==> config.mk <==
export PLATFORM = sky130hd
export DESIGN_NAME = keypad_digit_buffer
export DESIGN_NICKNAME = d
export VERILOG_FILES = /design/src/rtl/digilock_pkg.sv /design/src/rtl/press_debouncer.sv /design/src/rtl/keypad_digit_buffer.sv
export SDC_FILE = /design/constraint.sdc
export NUM_CORES = 1
export LEC_CHECK = 0
export BUFFER_PORTS_ARGS = -buffer_cell sky130_fd_sc_hd__buf_4
export CAP_MARGIN = 10
export CORE_MARGIN = 5
export CORE_UTILIZATION = 62
export CTS_BUF_LIST = sky130_fd_sc_hd__clkbuf_4 sky130_fd_sc_hd__clkbuf_8
export DETAILED_ROUTE_END_ITERATION = 16
export PLACE_DENSITY = 0.87
export REMOVE_ABC_BUFFERS = 1
export SETUP_SLACK_MARGIN = 0.2
export SKIP_CTS_REPAIR_TIMING = 1
export SYNTH_ARGS = -nofsm -noshare
export SYNTH_HDL_FRONTEND = slang
export SYNTH_SLANG_ARGS = --single-unit
==> constraint.sdc <==
create_clock -name clock -period 3 [get_ports clock]
set_clock_uncertainty 0.1 [all_clocks]
set_input_delay 0.3 -clock clock [delete_from_list [all_inputs] [get_ports clock]]
set_output_delay 0.3 -clock clock [all_outputs]
set_load 0.05 [all_outputs]
==> src/rtl/digilock_pkg.sv <==
// Shared definitions for the DigiLock keypad path.
// Holds the FSM state encoding, the largest legal BCD digit and the default
// code length used by keypad_digit_buffer.
package digilock_pkg;
  localparam logic [1:0] ST_IDLE     = 2'd0;
  localparam logic [1:0] ST_DEBOUNCE = 2'd1;
  localparam logic [1:0] ST_HELD     = 2'd2;
  localparam logic [1:0] ST_FULL     = 2'd3;

  localparam logic [3:0] BCD_MAX        = 4'd9;
  localparam int         DEF_NUM_DIGITS = 4;

  typedef enum logic [1:0] {
    S_IDLE     = ST_IDLE,
    S_DEBOUNCE = ST_DEBOUNCE,
    S_HELD     = ST_HELD,
    S_FULL     = ST_FULL
  } state_e;
endpackage

==> src/rtl/press_debouncer.sv <==
// Press debouncer: latches the code seen when a press starts and counts
// consecutive samples that still match it.
//   clock, reset : system clock / async active-high reset
//   load         : first sample of a new press (latch bcd, count = 1)
//   active       : owner FSM is in its debounce state
//   flush        : synchronous discard (clear)
//   key_valid,bcd: raw keypad inputs
//   sample       : code latched at press start
//   stable       : key still down with the same code
//   accept       : stable for DEBOUNCE_CYCLES counted samples
module press_debouncer #(
  parameter int DEBOUNCE_CYCLES = 3
) (
  input  logic       clock,
  input  logic       reset,
  input  logic       load,
  input  logic       active,
  input  logic       flush,
  input  logic       key_valid,
  input  logic [3:0] bcd,
  output logic [3:0] sample,
  output logic       stable,
  output logic       accept
);
  localparam int CW = $clog2(DEBOUNCE_CYCLES + 1);

  logic [3:0]    sample_q, sample_d;
  logic [CW-1:0] deb_cnt_q, deb_cnt_d;

  assign sample = sample_q;
  assign stable = key_valid && (bcd == sample_q);
  // Acceptance is judged on the stored count, so DEBOUNCE_CYCLES=1 accepts
  // on the first edge after the press was latched.
  assign accept = active && stable && (deb_cnt_q == CW'(DEBOUNCE_CYCLES));

  always_comb begin
    sample_d  = sample_q;
    deb_cnt_d = '0;
    if (flush) begin
      sample_d = '0;
    end else if (load) begin
      sample_d  = bcd;
      deb_cnt_d = CW'(1);
    end else if (active && stable && !accept) begin
      deb_cnt_d = deb_cnt_q + 1'b1;
    end
  end

  always_ff @(posedge clock or posedge reset) begin
    if (reset) begin
      sample_q  <= '0;
      deb_cnt_q <= '0;
    end else begin
      sample_q  <= sample_d;
      deb_cnt_q <= deb_cnt_d;
    end
  end
endmodule

==> src/rtl/keypad_digit_buffer.sv <==
// Keypad digit buffer: debounces BCD key presses, blocks auto-repeat, shifts
// accepted digits into an N-digit entry (first digit in the top nibble),
// flags completion and discards stale partial entries after an idle timeout.
//   clock, reset  : system clock / async active-high reset
//   bcd, key_valid: encoder code and key-down flag
//   clear         : synchronous discard, highest priority
//   consume       : downstream took the completed code (FULL only)
//   digits, count : entry register and number of digits held
//   digit_strobe, bcd_error, timeout : registered one-cycle pulses
//   code_ready    : entry complete (decoded from state)
module keypad_digit_buffer
  import digilock_pkg::*;
#(
  parameter int NUM_DIGITS      = DEF_NUM_DIGITS,
  parameter int DEBOUNCE_CYCLES = 3,
  parameter int TIMEOUT_CYCLES  = 1000
) (
  input  logic                    clock,
  input  logic                    reset,
  input  logic [3:0]              bcd,
  input  logic                    key_valid,
  input  logic                    clear,
  input  logic                    consume,
  output logic [4*NUM_DIGITS-1:0] digits,
  output logic [2:0]              count,
  output logic                    digit_strobe,
  output logic                    code_ready,
  output logic                    bcd_error,
  output logic                    timeout
);
  localparam int IW = $clog2(TIMEOUT_CYCLES);

  state_e                  state_q, state_d;
  logic [4*NUM_DIGITS-1:0] digits_q, digits_d;
  logic [2:0]              count_q, count_d;
  logic [IW-1:0]           idle_cnt_q, idle_cnt_d;
  logic                    strobe_q, strobe_d;
  logic                    err_q, err_d;
  logic                    to_q, to_d;

  logic [3:0] sample;
  logic       stable, accept, partial;

  press_debouncer #(.DEBOUNCE_CYCLES(DEBOUNCE_CYCLES)) u_deb (
    .clock     (clock),
    .reset     (reset),
    .load      (state_q == S_IDLE && key_valid && !clear),
    .active    (state_q == S_DEBOUNCE),
    .flush     (clear),
    .key_valid (key_valid),
    .bcd       (bcd),
    .sample    (sample),
    .stable    (stable),
    .accept    (accept)
  );

  assign partial = (count_q != 3'd0) && (count_q < 3'(NUM_DIGITS));

  always_comb begin
    state_d    = state_q;
    digits_d   = digits_q;
    count_d    = count_q;
    idle_cnt_d = '0;
    strobe_d   = 1'b0;
    err_d      = 1'b0;
    to_d       = 1'b0;
    case (state_q)
      S_IDLE: begin
        // A press on the timeout edge wins; the idle counter restarts.
        if (key_valid) begin
          state_d = S_DEBOUNCE;
        end else if (partial) begin
          if (idle_cnt_q == IW'(TIMEOUT_CYCLES - 1)) begin
            digits_d = '0;
            count_d  = '0;
            to_d     = 1'b1;
          end else begin
            idle_cnt_d = idle_cnt_q + 1'b1;
          end
        end
      end
      S_DEBOUNCE: begin
        if (!stable) begin
          state_d = S_IDLE;
        end else if (accept) begin
          state_d = S_HELD;
          if (sample <= BCD_MAX) begin
            for (int i = NUM_DIGITS - 1; i > 0; i--)
              digits_d[4*i +: 4] = digits_q[4*(i-1) +: 4];
            digits_d[3:0] = sample;
            count_d  = (count_q == 3'(NUM_DIGITS)) ? count_q : count_q + 3'd1;
            strobe_d = 1'b1;
          end else begin
            err_d = 1'b1;
          end
        end
      end
      S_HELD: begin
        // Stay here until release so a held key cannot auto-repeat.
        if (!key_valid)
          state_d = (count_q == 3'(NUM_DIGITS)) ? S_FULL : S_IDLE;
      end
      S_FULL: begin
        if (consume) begin
          digits_d = '0;
          count_d  = '0;
          state_d  = S_IDLE;
        end
      end
      default: state_d = S_IDLE;
    endcase
    if (clear) begin
      state_d    = S_IDLE;
      digits_d   = '0;
      count_d    = '0;
      idle_cnt_d = '0;
      strobe_d   = 1'b0;
      err_d      = 1'b0;
      to_d       = 1'b0;
    end
  end

  always_ff @(posedge clock or posedge reset) begin
    if (reset) begin
      state_q    <= S_IDLE;
      digits_q   <= '0;
      count_q    <= '0;
      idle_cnt_q <= '0;
      strobe_q   <= 1'b0;
      err_q      <= 1'b0;
      to_q       <= 1'b0;
    end else begin
      state_q    <= state_d;
      digits_q   <= digits_d;
      count_q    <= count_d;
      idle_cnt_q <= idle_cnt_d;
      strobe_q   <= strobe_d;
      err_q      <= err_d;
      to_q       <= to_d;
    end
  end

  assign digits       = digits_q;
  assign count        = count_q;
  assign digit_strobe = strobe_q;
  assign bcd_error    = err_q;
  assign timeout      = to_q;
  assign code_ready   = (state_q == S_FULL);
endmodule

Yosys cells after proc, flatten, opt, wreduce, memory -nomap -nowiden. Index checks and enable logic that the tools add are counted. W data, S select, Z words.

Bitwise logic cells: 0. Shifts and indexed selects: 0. Add/subtract/negate cells: 3. Magnitude comparators: 2. Eq/ne operators: 18. Divide/modulo/power cells: 0. Multiply operators: 0. Mux-type cells: 52. Reductions and logical operators: 16.

Operators by type and width (count): $mux W16 (8); $mux W10 (5); $pmux W16 S3 (1); $mux W3 (9); $ne A3 B3 Y1 const B (9); $mux W2 (10); $mux W1 (15); $add A10 B1 Y10 const B (1); $eq A10 B10 Y1 const B (1); $pmux W3 S3 (1); $reduce_and A9 Y1 (1); $mux W4 (2); $pmux W2 S4 (1); $reduce_and A8 Y1 (1); $logic_and A1 B1 Y1 (7); $eq A2 B2 Y1 const B (3); $eq A4 B4 Y1 (1); $le A4 B4 Y1 const B (1); $ne A4 B4 Y1 const B (1); $reduce_and A4 Y1 (1); $reduce_bool A4 Y1 (1); $add A3 B1 Y3 const B (1); $eq A3 B3 Y1 const B (1); $lt A3 B3 Y1 const B (1); other kinds (7) (8).

Memory bits (read-only): 0. Latch bits: 0. Output and inout port bits: 23. Register bits: 40. Memories: 0. RAM bits: 0.

Depth between registers and ports, before layout. Gate-level depths: netlist (run 1).

Depth after elaboration: 9. Depth in mapped cells: 9.

Modules after synthesis. A second synthesis (run 1) with hierarchy kept.

Cells, all modules: 199. Area total of the unflattened synthesis: 2009.4 µm².

Modules (own cells, without submodules): keypad_digit_buffer (cells each 168, instances 1, area an instance 1694.1 µm²); press_debouncer (cells each 31, instances 1, area an instance 315.3 µm²).

Worst setup path after synthesis (run 1). Ideal clock, no wire load.

Path type: reg2reg. Start: register count_q[0] (netlist: count[0]). End: register digits_q[10] (netlist: digits[10]). Data required time: 2.833 ns. Setup time: 0.067 ns. Stages on the path, launching flop included: 10. Period minus slack after synthesis: 2.136 ns. Arrival: 1.968 ns. Setup slack: 0.864 ns. Cells stage by stage: dfrtp_1 > inv_1 > ha_1 > nor2_1 > nand4b_1 > a21oi_2 > and3_1 > buf_6 > buf_6 > a22o_1.

Longest elaborated chain between the ends: 4. Elaborated cells on any way between the ends: 5. Those cells by class: order compare (1); eq/ne (1); reduce/logical (3).

Ends and longest elaborated chain: start: declaration (line keypad_digit_buffer.sv:35) `logic [2:0] count_q, count_d;`; start signal: assignment (line keypad_digit_buffer.sv:135) `count_q <= count_d;`; $lt A3 B3 Y1 or $reduce_bool A3 Y1 (tied branches) (line keypad_digit_buffer.sv:57) `assign partial = (count_q != 3'd0) && (count_q < 3'(NUM_DIGITS));`; $logic_and A1 B1 Y1 (*) (line keypad_digit_buffer.sv:57); $ne A3 B3 Y1 (no line) (*); $reduce_and A8 Y1 (no line) (*); end signal: assignment (line keypad_digit_buffer.sv:134) `digits_q <= digits_d;`; end: declaration (line keypad_digit_buffer.sv:34) `logic [4*NUM_DIGITS-1:0] digits_q, digits_d;`.

Every way passes the cells marked *; elsewhere a longest branch is shown, timed or not. A chain may end at the register's enable or synchronous reset.

Final worst setup path (run 1).
Start: register count_q[0] (netlist: count[0]). End: register count_q[1] (netlist: count[1]).

Longest elaborated chain between the ends: 7. Elaborated cells on any way between the ends: 14. Those cells by class: add/sub (1); order compare (1); eq/ne (3); mux (6); reduce/logical (3).

Ends and longest elaborated chain: $add A3 B1 Y3 (line keypad_digit_buffer.sv:91) `count_d = (count_q == 3'(NUM_DIGITS)) ? count_q : count_q + 3'd1;`; $mux W3 (line keypad_digit_buffer.sv:91); $mux W3 (line keypad_digit_buffer.sv:87) `if (sample <= BCD_MAX) begin`; $mux W3 (line keypad_digit_buffer.sv:85) `end else if (accept) begin`; $mux W3 (line keypad_digit_buffer.sv:83) `if (!stable) begin`; $pmux W3 S3 (line keypad_digit_buffer.sv:67) `case (state_q)`; $mux W3 (line keypad_digit_buffer.sv:112) `if (clear) begin`.

Several ways; a longest one is shown, not always the timed one. The select of a mux whose other input is x is not followed.

==> results.py, run 1 <==
metrics = {
    "floorplan": {
        "core_area_sq_mm": 0.00281,
        "die_h_um": 64.8,
        "ios": 32,
        "die_x_um": 64.8,
        "rows": 19,
        "initial_core_util": 0.663,
        "die-area_sq_mm": 0.00419,
    },
    "synth": {
        "synth.avg_cell_area_sq_um": 11.2,
        "ys_seq_area_frac": 0.538,
        "ys.flop_type": "dfrtp_1",
        "synth_cells": 166,
        "synth_simple_gate_area_share": 0.174,
        "ys_seq_elements": 40,
        "async_reset_ff_frac": 1.00,
        "synth_top_family_by_area": "simple AND/OR/NAND/NOR gates",
        "synth_compound_area_frac": 0.146,
        "synth_adder_area_share": 0.0269,
        "ys_warn_count": 0,
        "synthesis.area_sq_mm": 0.00186,
        "synth_xor_area_frac": 0.0518,
        "synthMuxAreaShare": 0.0215,
        "synthDistinctLibCells": 39,
        "synth_edf_count": 0,
    },
    "power": {
        "power.leakage_nw": 1.03,
        "ir_worst_vdd_mv": 0.357,
        "power_per_cell_area_mw_per_mm2": 461,
    },
    "routing": {
        "num_vias": 1377,
        "first_pass_iters": 4,
        "wl_per_cell_um": 16.4,
        "routed_wl_mm": 3.80,
        "first_iter_violations": 155,
        "viasPerCell": 5.94,
        "drc_errors": 0,
        "ant_nets": 0,
    },
    "critical_path": {
        "crit_path_start": "count[0]",
        "cp_max_fo": 19,
        "r2r_start": "count[0]",
        "critPathMaxStageDelay_ns": 0.60,
        "slowest_stage": "and3_1",
        "start_kind": "flip-flop",
        "path_buf_inv": 1,
        "cp-end-kind": "flip-flop",
        "arrival_ns": 2.50,
        "cp_data_required_time_ns": 3.20,
        "path_cells": "inv_1 -> ha_1 -> nor2_1 -> nand4b_1 -> a21oi_2 -> and3_1 -> a32o_1",
        "worstSetupPathType": "reg -> reg",
        "critPathTopFamily": "simple AND/OR/NAND/NOR gates",
    },
    "timing": {
        "fmax_mhz": 437,
        "slew-limit-headroom": 0.450,
        "setup_viol": 0,
        "worst-slew-pin-transition_ns": 0.823,
        "drv_slew": 0,
        "tns_ns": 0,
        "rsz0062_at_grt": "false",
        "fin_ws_ns": 0.709,
        "fin_crit_ns": 2.29,
        "fin_crit_sh": 0.764,
        "finalHoldViolCount": 0,
    },
    "global_route": {
        "antenna_found_initial": 0,
        "grt_pass1_wl_mm": 6.59,
        "grt_overflow": 0,
        "grtUsageTotal": 0.207,
        "grt_pass1_vias": 1386,
        "grt_max_degree": 26,
    },
    "clock_tree": {
        "cts-buffers-inserted": 5,
        "cts.sinks": 40,
        "worstSkewPairLatency_ns": 0.36,
        "cts-root-buf": "clkbuf_4",
        "htreeDepth": 2,
        "clock_path_buffers": 2,
        "cts_tree": "yes",
        "clk_pin_slew_worst_paths_ns": 0.12,
    },
    "cells_and_area": {
        "antenna_cells": 0,
        "drive_above_1_share": 0.234,
        "final_cell_mix": "40 x dfrtp_1, 32 x buf_4, 19 x nor2_1",
        "mostFrequentLayoutCell": "dfrtp_1",
        "post-route-cell-area_sq_mm": 0.00219,
        "stdcell_count": 232,
        "fin_nets": 213,
        "area_growth_pct": 17.7,
    },
    "placement": {
        "io_buffers": 31,
        "dpl_worst_slack_ns": 0.758,
        "place.gp.congestion": 0.790,
        "dpl_cell_area_sq_mm": 0.00209,
        "dp.cells": 223,
        "dp_hpwl_mm": 2.79,
    },
    "hold_path": {
        "min_from": "clear",
        "hold_path_class": "in -> reg",
    },
    "run": {
        "cap_violations": 0,
    },
    "run_status": {
        "outcome": "finished, final reports clean",
    },
}
[metrics by stage]
stage / utilization / total power, W / hold WS [ns]
floorplan: - / 0.000608 / 0.263
global placement: 0.744 / 0.000632 / 0.276
detailed placement: 0.744 / 0.000636 / 0.294
CTS: 0.777 / 0.00101 / -0.0996
global route: 0.780 / 0.00106 / 0.0663
finish: 0.780 / 0.00101 / 0.0837
[per-layer routing]
layer | GRT usage | up-vias | routed length, um
met4 | 0.0844 | 0 | 74
met5 | 0 | - | 0
li1 | - | 661 | -
met3 | 0.0794 | 9 | 286
met1 | 0.256 | 666 | 1610
met2 | 0.326 | 41 | 1830
[report_power, final]
group          leakage [nW]  internal [W]  switching, W
clock network        0.0484      0.000200      0.000183
registers             0.555      0.000544    0.00000829
logic                 0.430     0.0000284     0.0000464
total                  1.03      0.000772      0.000238
[sequential cells by signal (all words and copies together) (netlist names)]
register / flops
digit_strobe: 1
count: 3
bcd_error: 1
digits: 16
timeout: 1
state_q: 2
u_deb.sample: 4
u_deb.deb_cnt_q: 2
idle_cnt_q: 10
[kinds of logic (layout without fill, tap and decap cells)]
kind of cell	count (synthesis)	count (layout)
AOI/OAI and AO/OA	32	32
buffers and inverters	13	48
and+or+nand+nor	62	62
xor gates and xnor gates	11	11
muxes	4	4
DFF	40	40
adders and majority gates	4	4
[Yosys cell counts, drive strengths merged (5+ instances only)]
cell type / n / share of area
o21ai: 5 / 0.015
nand3: 10 / 0.027
buf: 5 / 0.025
inv: 7 / 0.014
nand2: 9 / 0.018
nor2: 19 / 0.038
xor2: 5 / 0.024
xnor2: 6 / 0.028
a22o: 18 / 0.085
nor3: 6 / 0.022
dfrtp: 40 / 0.54
[worst paths after layout]
path                                        end  slack, ns  cells past startpoint
worst max-delay path                   count[1]       0.71                      7
worst min-delay path            u_deb.sample[2]       0.08                      2
worst max register to register         count[1]       0.71                      7
worst min register to register    idle_cnt_q[0]       0.39                      1
max in group asynchronous            state_q[0]       1.65                      4
min in group asynchronous             digits[5]       0.44                      3
[final cells by class]
class / instances / area [sq um]
clock buffer: 6 / 51.3
tap: 31 / 38.8
timing repair buffer: 33 / 250
inverter: 7 / 26.3
multi-input combinational: 113 / 782
fill: 191 / 617
clock inverter: 2 / 38.8
sequential: 40 / 1000
No activity file was read; power rests on OpenSTA's default activity.
==> run 2, diff against run 1 <==
--- a/config.mk
+++ b/config.mk
@@ -8,10 +8,10 @@
 export BUFFER_PORTS_ARGS = -buffer_cell sky130_fd_sc_hd__buf_4
 export CAP_MARGIN = 10
 export CORE_MARGIN = 5
-export CORE_UTILIZATION = 62
+export CORE_UTILIZATION = 57
 export CTS_BUF_LIST = sky130_fd_sc_hd__clkbuf_4 sky130_fd_sc_hd__clkbuf_8
 export DETAILED_ROUTE_END_ITERATION = 16
-export PLACE_DENSITY = 0.87
+export PLACE_DENSITY = 0.81
 export REMOVE_ABC_BUFFERS = 1
 export SETUP_SLACK_MARGIN = 0.2
 export SKIP_CTS_REPAIR_TIMING = 1
==> constraint.sdc (replaced) <==
create_clock -name clock -period 2.3 [get_ports clock]
set_clock_uncertainty 0.1 [all_clocks]
set_input_delay 0.23 -clock clock [delete_from_list [all_inputs] [get_ports clock]]
set_output_delay 0.23 -clock clock [all_outputs]
set_load 0.05 [all_outputs]
==> run 2 against run 1 <==
Effect of this change:
- routed wire length shrank 2.3%
- highest routed layer unchanged
- die area is 7.4% higher
- hold slack worse by 0.054 ns
- largest power group unchanged
==> results.py, run 2 (synthesis results as in run 1) <==
metrics = {
    "routing": {
        "wl_per_cell_um": 15.0,
        "ant_nets": 0,
        "first_pass_iters": 4,
        "num_vias": 1392,
        "viasPerCell": 5.61,
        "drc_errors": 0,
        "routed_wl_mm": 3.71,
        "first_iter_violations": 113,
    },
    "global_route": {
        "grt-busiest-layer": "met2",
        "antenna_found_initial": 0,
        "grt_pass1_vias": 1352,
        "met2_usage": 0.294,
        "grtUsageTotal": 0.186,
        "grt_pass1_wl_mm": 6.24,
        "grt_overflow": 0,
        "met1_usage": 0.244,
        "grtUsageMet3": 0.0607,
        "grt_max_degree": 41,
    },
    "critical_path": {
        "slowest_stage": "dfrtp_2",
        "path_cells": "nor2b_1 -> a2111oi_4 -> a21oi_2 -> and3_4 -> buf_6 -> a22o_1",
        "cp_data_required_time_ns": 2.45,
        "start_kind": "flip-flop",
        "path_buf_inv": 1,
        "critPathTopFamily": "compound AO/OA/AOI/OAI gates",
        "worstSetupPathType": "reg -> reg",
        "cp_max_fo": 17,
        "arrival_ns": 2.12,
        "cp-end-kind": "flip-flop",
        "critPathMaxStageDelay_ns": 0.50,
    },
    "clock_tree": {
        "htreeDepth": 2,
        "clk_pin_slew_worst_paths_ns": 0.13,
        "cts_tree": "yes",
        "cts.sinks": 40,
        "cts-buffers-inserted": 5,
        "clock_path_buffers": 2,
        "worstSkewPairLatency_ns": 0.35,
        "cts-root-buf": "clkbuf_4",
    },
    "cells_and_area": {
        "fin_nets": 216,
        "fillers": 235,
        "post-route-util": 0.721,
        "stdcell_count": 248,
        "final_cell_mix": "37 x dfrtp_1, 33 x buf_4, 19 x nor2_1",
        "post-route-cell-area_sq_mm": 0.00224,
        "largest_register_ffs": 16,
        "mostFrequentLayoutCell": "dfrtp_1",
        "antenna_cells": 0,
        "area_growth_pct": 20.3,
        "drive_above_1_share": 0.260,
    },
    "timing": {
        "rsz0062_at_grt": "false",
        "finalHoldViolCount": 0,
        "slew-limit-headroom": 0.577,
        "setup_viol": 0,
        "worst-slew-pin-transition_ns": 0.634,
        "fin_crit_ns": 1.98,
        "drv_slew": 0,
        "fin_ws_ns": 0.324,
        "fin_crit_sh": 0.859,
        "fmax_mhz": 506,
        "tns_ns": 0,
    },
    "placement": {
        "place.gp.congestion": 0.869,
        "dp_hpwl_mm": 2.67,
        "dpl_cell_area_sq_mm": 0.00212,
        "io_buffers": 31,
        "dpl_worst_slack_ns": 0.243,
        "dp.cells": 238,
    },
    "power": {
        "power.leakage_nw": 1.04,
        "ir_worst_vdd_mv": 0.357,
        "power_per_cell_area_mw_per_mm2": 580,
    },
    "floorplan": {
        "die_x_um": 67.1,
        "core_area_sq_mm": 0.00310,
        "initial_core_util": 0.599,
        "die_h_um": 67.1,
        "rows": 20,
        "ios": 32,
        "die-area_sq_mm": 0.00450,
    },
    "hold_path": {
        "hold_path_class": "in -> reg",
    },
    "run_status": {
        "outcome": "finished, final reports clean",
    },
    "run": {
        "cap_violations": 0,
    },
}
## run 2: worst min-delay path: stages
cell and delay [ns]:
buf_4 0.09, mux2i_1 0.06, nor2_1 0.07
## run 2: per-layer routing
metal  part of all wire  vias up  routed length, um
li1                   -      660                  -
met1               0.43      679               1580
met2               0.50       48               1840
met3              0.068        5                252
met4             0.0089        0                 33
met5                  0        -                  0
## run 2: power breakdown
part / switching, W / leakage [nW] / internal (W)
combinational: 0.0000594 / 0.444 / 0.0000398
sequential: 0.00000983 / 0.550 / 0.000710
clock: 0.000246 / 0.0418 / 0.000232
## run 2: per-stage QoR
step / hold WS, ns / total power (W)
6_report: 0.0298 / 0.00130
2_1_floorplan: 0.193 / 0.000793
4_1_cts: -0.109 / 0.00130
3_3_place_gp: 0.271 / 0.000825
5_1_grt: 0.0233 / 0.00136
3_5_place_dp: 0.279 / 0.000829
## run 2: layout make-up
| class | instances | area [sq um] | share of cell area |
|---|---|---|---|
| sequential | 40 | 1000 | 0.449 |
| multi-input combinational | 113 | 787 | 0.352 |
| timing repair buffer | 36 | 279 | 0.125 |
| tap | 44 | 55.1 | 0.0246 |
| clock inverter | 3 | 46.3 | 0.0207 |
| clock buffer | 5 | 37.5 | 0.0168 |
| inverter | 7 | 26.3 | 0.0118 |
## run 2: final timing paths
path,cells past startpoint,slack [ns],end,from
setup / recovery,6,0.32,digits[11],state_q[0]
hold / removal,3,0.03,u_deb.sample[1],bcd[1]
setup reg to reg,6,0.32,digits[11],state_q[0]
hold reg to reg,1,0.41,idle_cnt_q[0],idle_cnt_q[0]
max in group asynchronous,4,1.29,state_q[0],reset
min in group asynchronous,4,0.44,digits[9],reset
==> run 3, diff against run 2 <==
--- a/config.mk
+++ b/config.mk
@@ -7,11 +7,13 @@
 export LEC_CHECK = 0
 export BUFFER_PORTS_ARGS = -buffer_cell sky130_fd_sc_hd__buf_4
 export CAP_MARGIN = 10
+export CELL_PAD_IN_SITES_DETAIL_PLACEMENT = 1
+export CELL_PAD_IN_SITES_GLOBAL_PLACEMENT = 1
 export CORE_MARGIN = 5
-export CORE_UTILIZATION = 57
+export CORE_UTILIZATION = 45
 export CTS_BUF_LIST = sky130_fd_sc_hd__clkbuf_4 sky130_fd_sc_hd__clkbuf_8
 export DETAILED_ROUTE_END_ITERATION = 16
-export PLACE_DENSITY = 0.81
+export PLACE_DENSITY_LB_ADDON = 0.1
 export REMOVE_ABC_BUFFERS = 1
 export SETUP_SLACK_MARGIN = 0.2
 export SKIP_CTS_REPAIR_TIMING = 1
==> run 3 against run 2 <==
Effect of this change:
- highest routed layer unchanged
- the flow now finishes with violations (hold timing)
- routed wire length rose by 24%
- cell count rose by 2.8%
- sequential share of layout area fell by 1.1 points
- count of clock-buffer cells in the layout rose by 1
- via count rose by 2.3%
- largest cell class unchanged
- largest power group unchanged
==> results.py, run 3 (synthesis results as in run 1) <==
metrics = {
    "cells_and_area": {
        "post-route-util": 0.573,
        "post-route-cell-area_sq_mm": 0.00229,
        "largest_register_ffs": 16,
        "area_growth_pct": 23.3,
        "fin_nets": 217,
        "antenna_cells": 0,
        "final_cell_mix": "37 x dfrtp_1, 36 x buf_4, 19 x nor2_1",
        "mostFrequentLayoutCell": "dfrtp_1",
        "drive_above_1_share": 0.268,
    },
    "clock_tree": {
        "worstSkewPairLatency_ns": 0.29,
        "clock_path_buffers": 2,
        "cts-root-buf": "clkbuf_8",
        "cts_tree": "yes",
        "cts-buffers-inserted": 5,
        "cts.sinks": 40,
        "clk_pin_slew_worst_paths_ns": 0.08,
        "htreeDepth": 2,
    },
    "critical_path": {
        "arrival_ns": 2.09,
        "cp_data_required_time_ns": 2.38,
        "rr_worst_depth": 6,
        "cp-end-kind": "flip-flop",
        "endpoint": "count[1]",
        "r2r_start": "state_q[0]",
        "reg2reg_slack_ns": 0.30,
        "start_kind": "flip-flop",
        "cp_max_fo": 19,
        "rr_endpoint": "count[1]",
        "crit_path_start": "state_q[0]",
        "worstSetupPathType": "reg -> reg",
    },
    "run": {
        "cap_violations": 0,
    },
    "placement": {
        "dp_hpwl_mm": 3.32,
        "place.gp.congestion": 0.723,
        "io_buffers": 31,
        "dpl_cell_area_sq_mm": 0.00215,
    },
    "floorplan": {
        "initial_core_util": 0.465,
        "ios": 32,
        "rows": 23,
        "die_x_um": 74.3,
        "core_area_sq_mm": 0.00400,
        "die_h_um": 74.3,
        "die-area_sq_mm": 0.00552,
    },
    "timing": {
        "worst-slew-pin-transition_ns": 0.552,
        "holdWs_ns": -0.0383,
        "drv_slew": 0,
        "fmax_mhz": 499,
        "tns_ns": 0,
        "rsz0062_at_grt": "true",
        "fin_crit_sh": 0.871,
        "slew-limit-headroom": 0.629,
        "setup_viol": 0,
        "fin_crit_ns": 2.00,
        "finalHoldViolCount": 40,
    },
    "power": {
        "power.leakage_nw": 1.07,
        "power_per_cell_area_mw_per_mm2": 613,
        "ir_worst_vdd_mv": 0.456,
        "fin_total_pwr_w": 0.00141,
    },
    "run_status": {
        "outcome": "finished with violations",
        "violations": "hold timing",
    },
    "routing": {
        "drc_errors": 0,
        "ant_nets": 0,
        "wl_per_cell_um": 18.1,
        "first_iter_violations": 76,
        "routed_wl_mm": 4.61,
        "viasPerCell": 5.58,
        "first_pass_iters": 4,
        "num_vias": 1424,
    },
    "hold_path": {
        "hold_path_class": "in -> async",
    },
    "global_route": {
        "grt_max_degree": 41,
        "grt_overflow": 0,
        "grtUsageTotal": 0.182,
        "antenna_found_initial": 0,
        "grt_pass1_wl_mm": 7.65,
        "grt_pass1_vias": 1467,
    },
}
==> run 3: worst max-delay path, stage by stage, from the launching register on <==
cell	delay, ns
dfrtp_2	0.45
nor2b_1	0.19
a2111oi_4	0.46
a21oi_4	0.08
and3_1	0.19
buf_12	0.16
a32o_1	0.25
==> run 3: worst min path at each step <==
| stage | from | to | slack [ns] | depth (start not counted) |
|---|---|---|---|---|
| finish | reset | idle_cnt_q[7] | -0.04 | 3 |
| global route | reset | idle_cnt_q[8] | 0.02 | 3 |
| CTS | reset | digits[8] | -0.03 | 3 |
| detailed placement | reset | digits[8] | 0.29 | 3 |
| global placement | reset | idle_cnt_q[8] | 0.28 | 3 |
| floorplan | clear | state_q[0] | 0.19 | 1 |
==> run 3: stage by stage <==
stage	cells	hold WS [ns]	setup WS, ns
2_1_floorplan	160	0.193	0.0175
3_3_place_gp	246	0.277	0.331
3_5_place_dp	246	0.290	0.268
4_1_cts	254	-0.0263	0.245
5_1_grt	255	0.0188	0.120
6_report	255	-0.0383	0.298
==> run 3: area by class of cell <==
cell class              instances  area, sq um
clock buffers                   6         76.3
clock inverters                 2         35.0
fillers                       438         1710
inverters                       7         26.3
multi-input cells             113          797
flip-flops and latches         40         1000
well taps                      50         62.6
repair buffers                 37          290
==> run 3: report_power, final <==
part	total, W	internal, W	switching, W
clock	0.000578	0.000334	0.000244
sequential	0.000718	0.000710	0.00000860
combinational	0.000109	0.0000429	0.0000659
total	0.00141	0.00109	0.000319
==> run 3: metal layers <==
metal  share of wire  vias up  GRT usage
met1            0.44      722      0.235
li1                -      666          -
met5               0        -          0
met2            0.50       33      0.311
met3           0.059        3     0.0405
met4          0.0059        0     0.0474
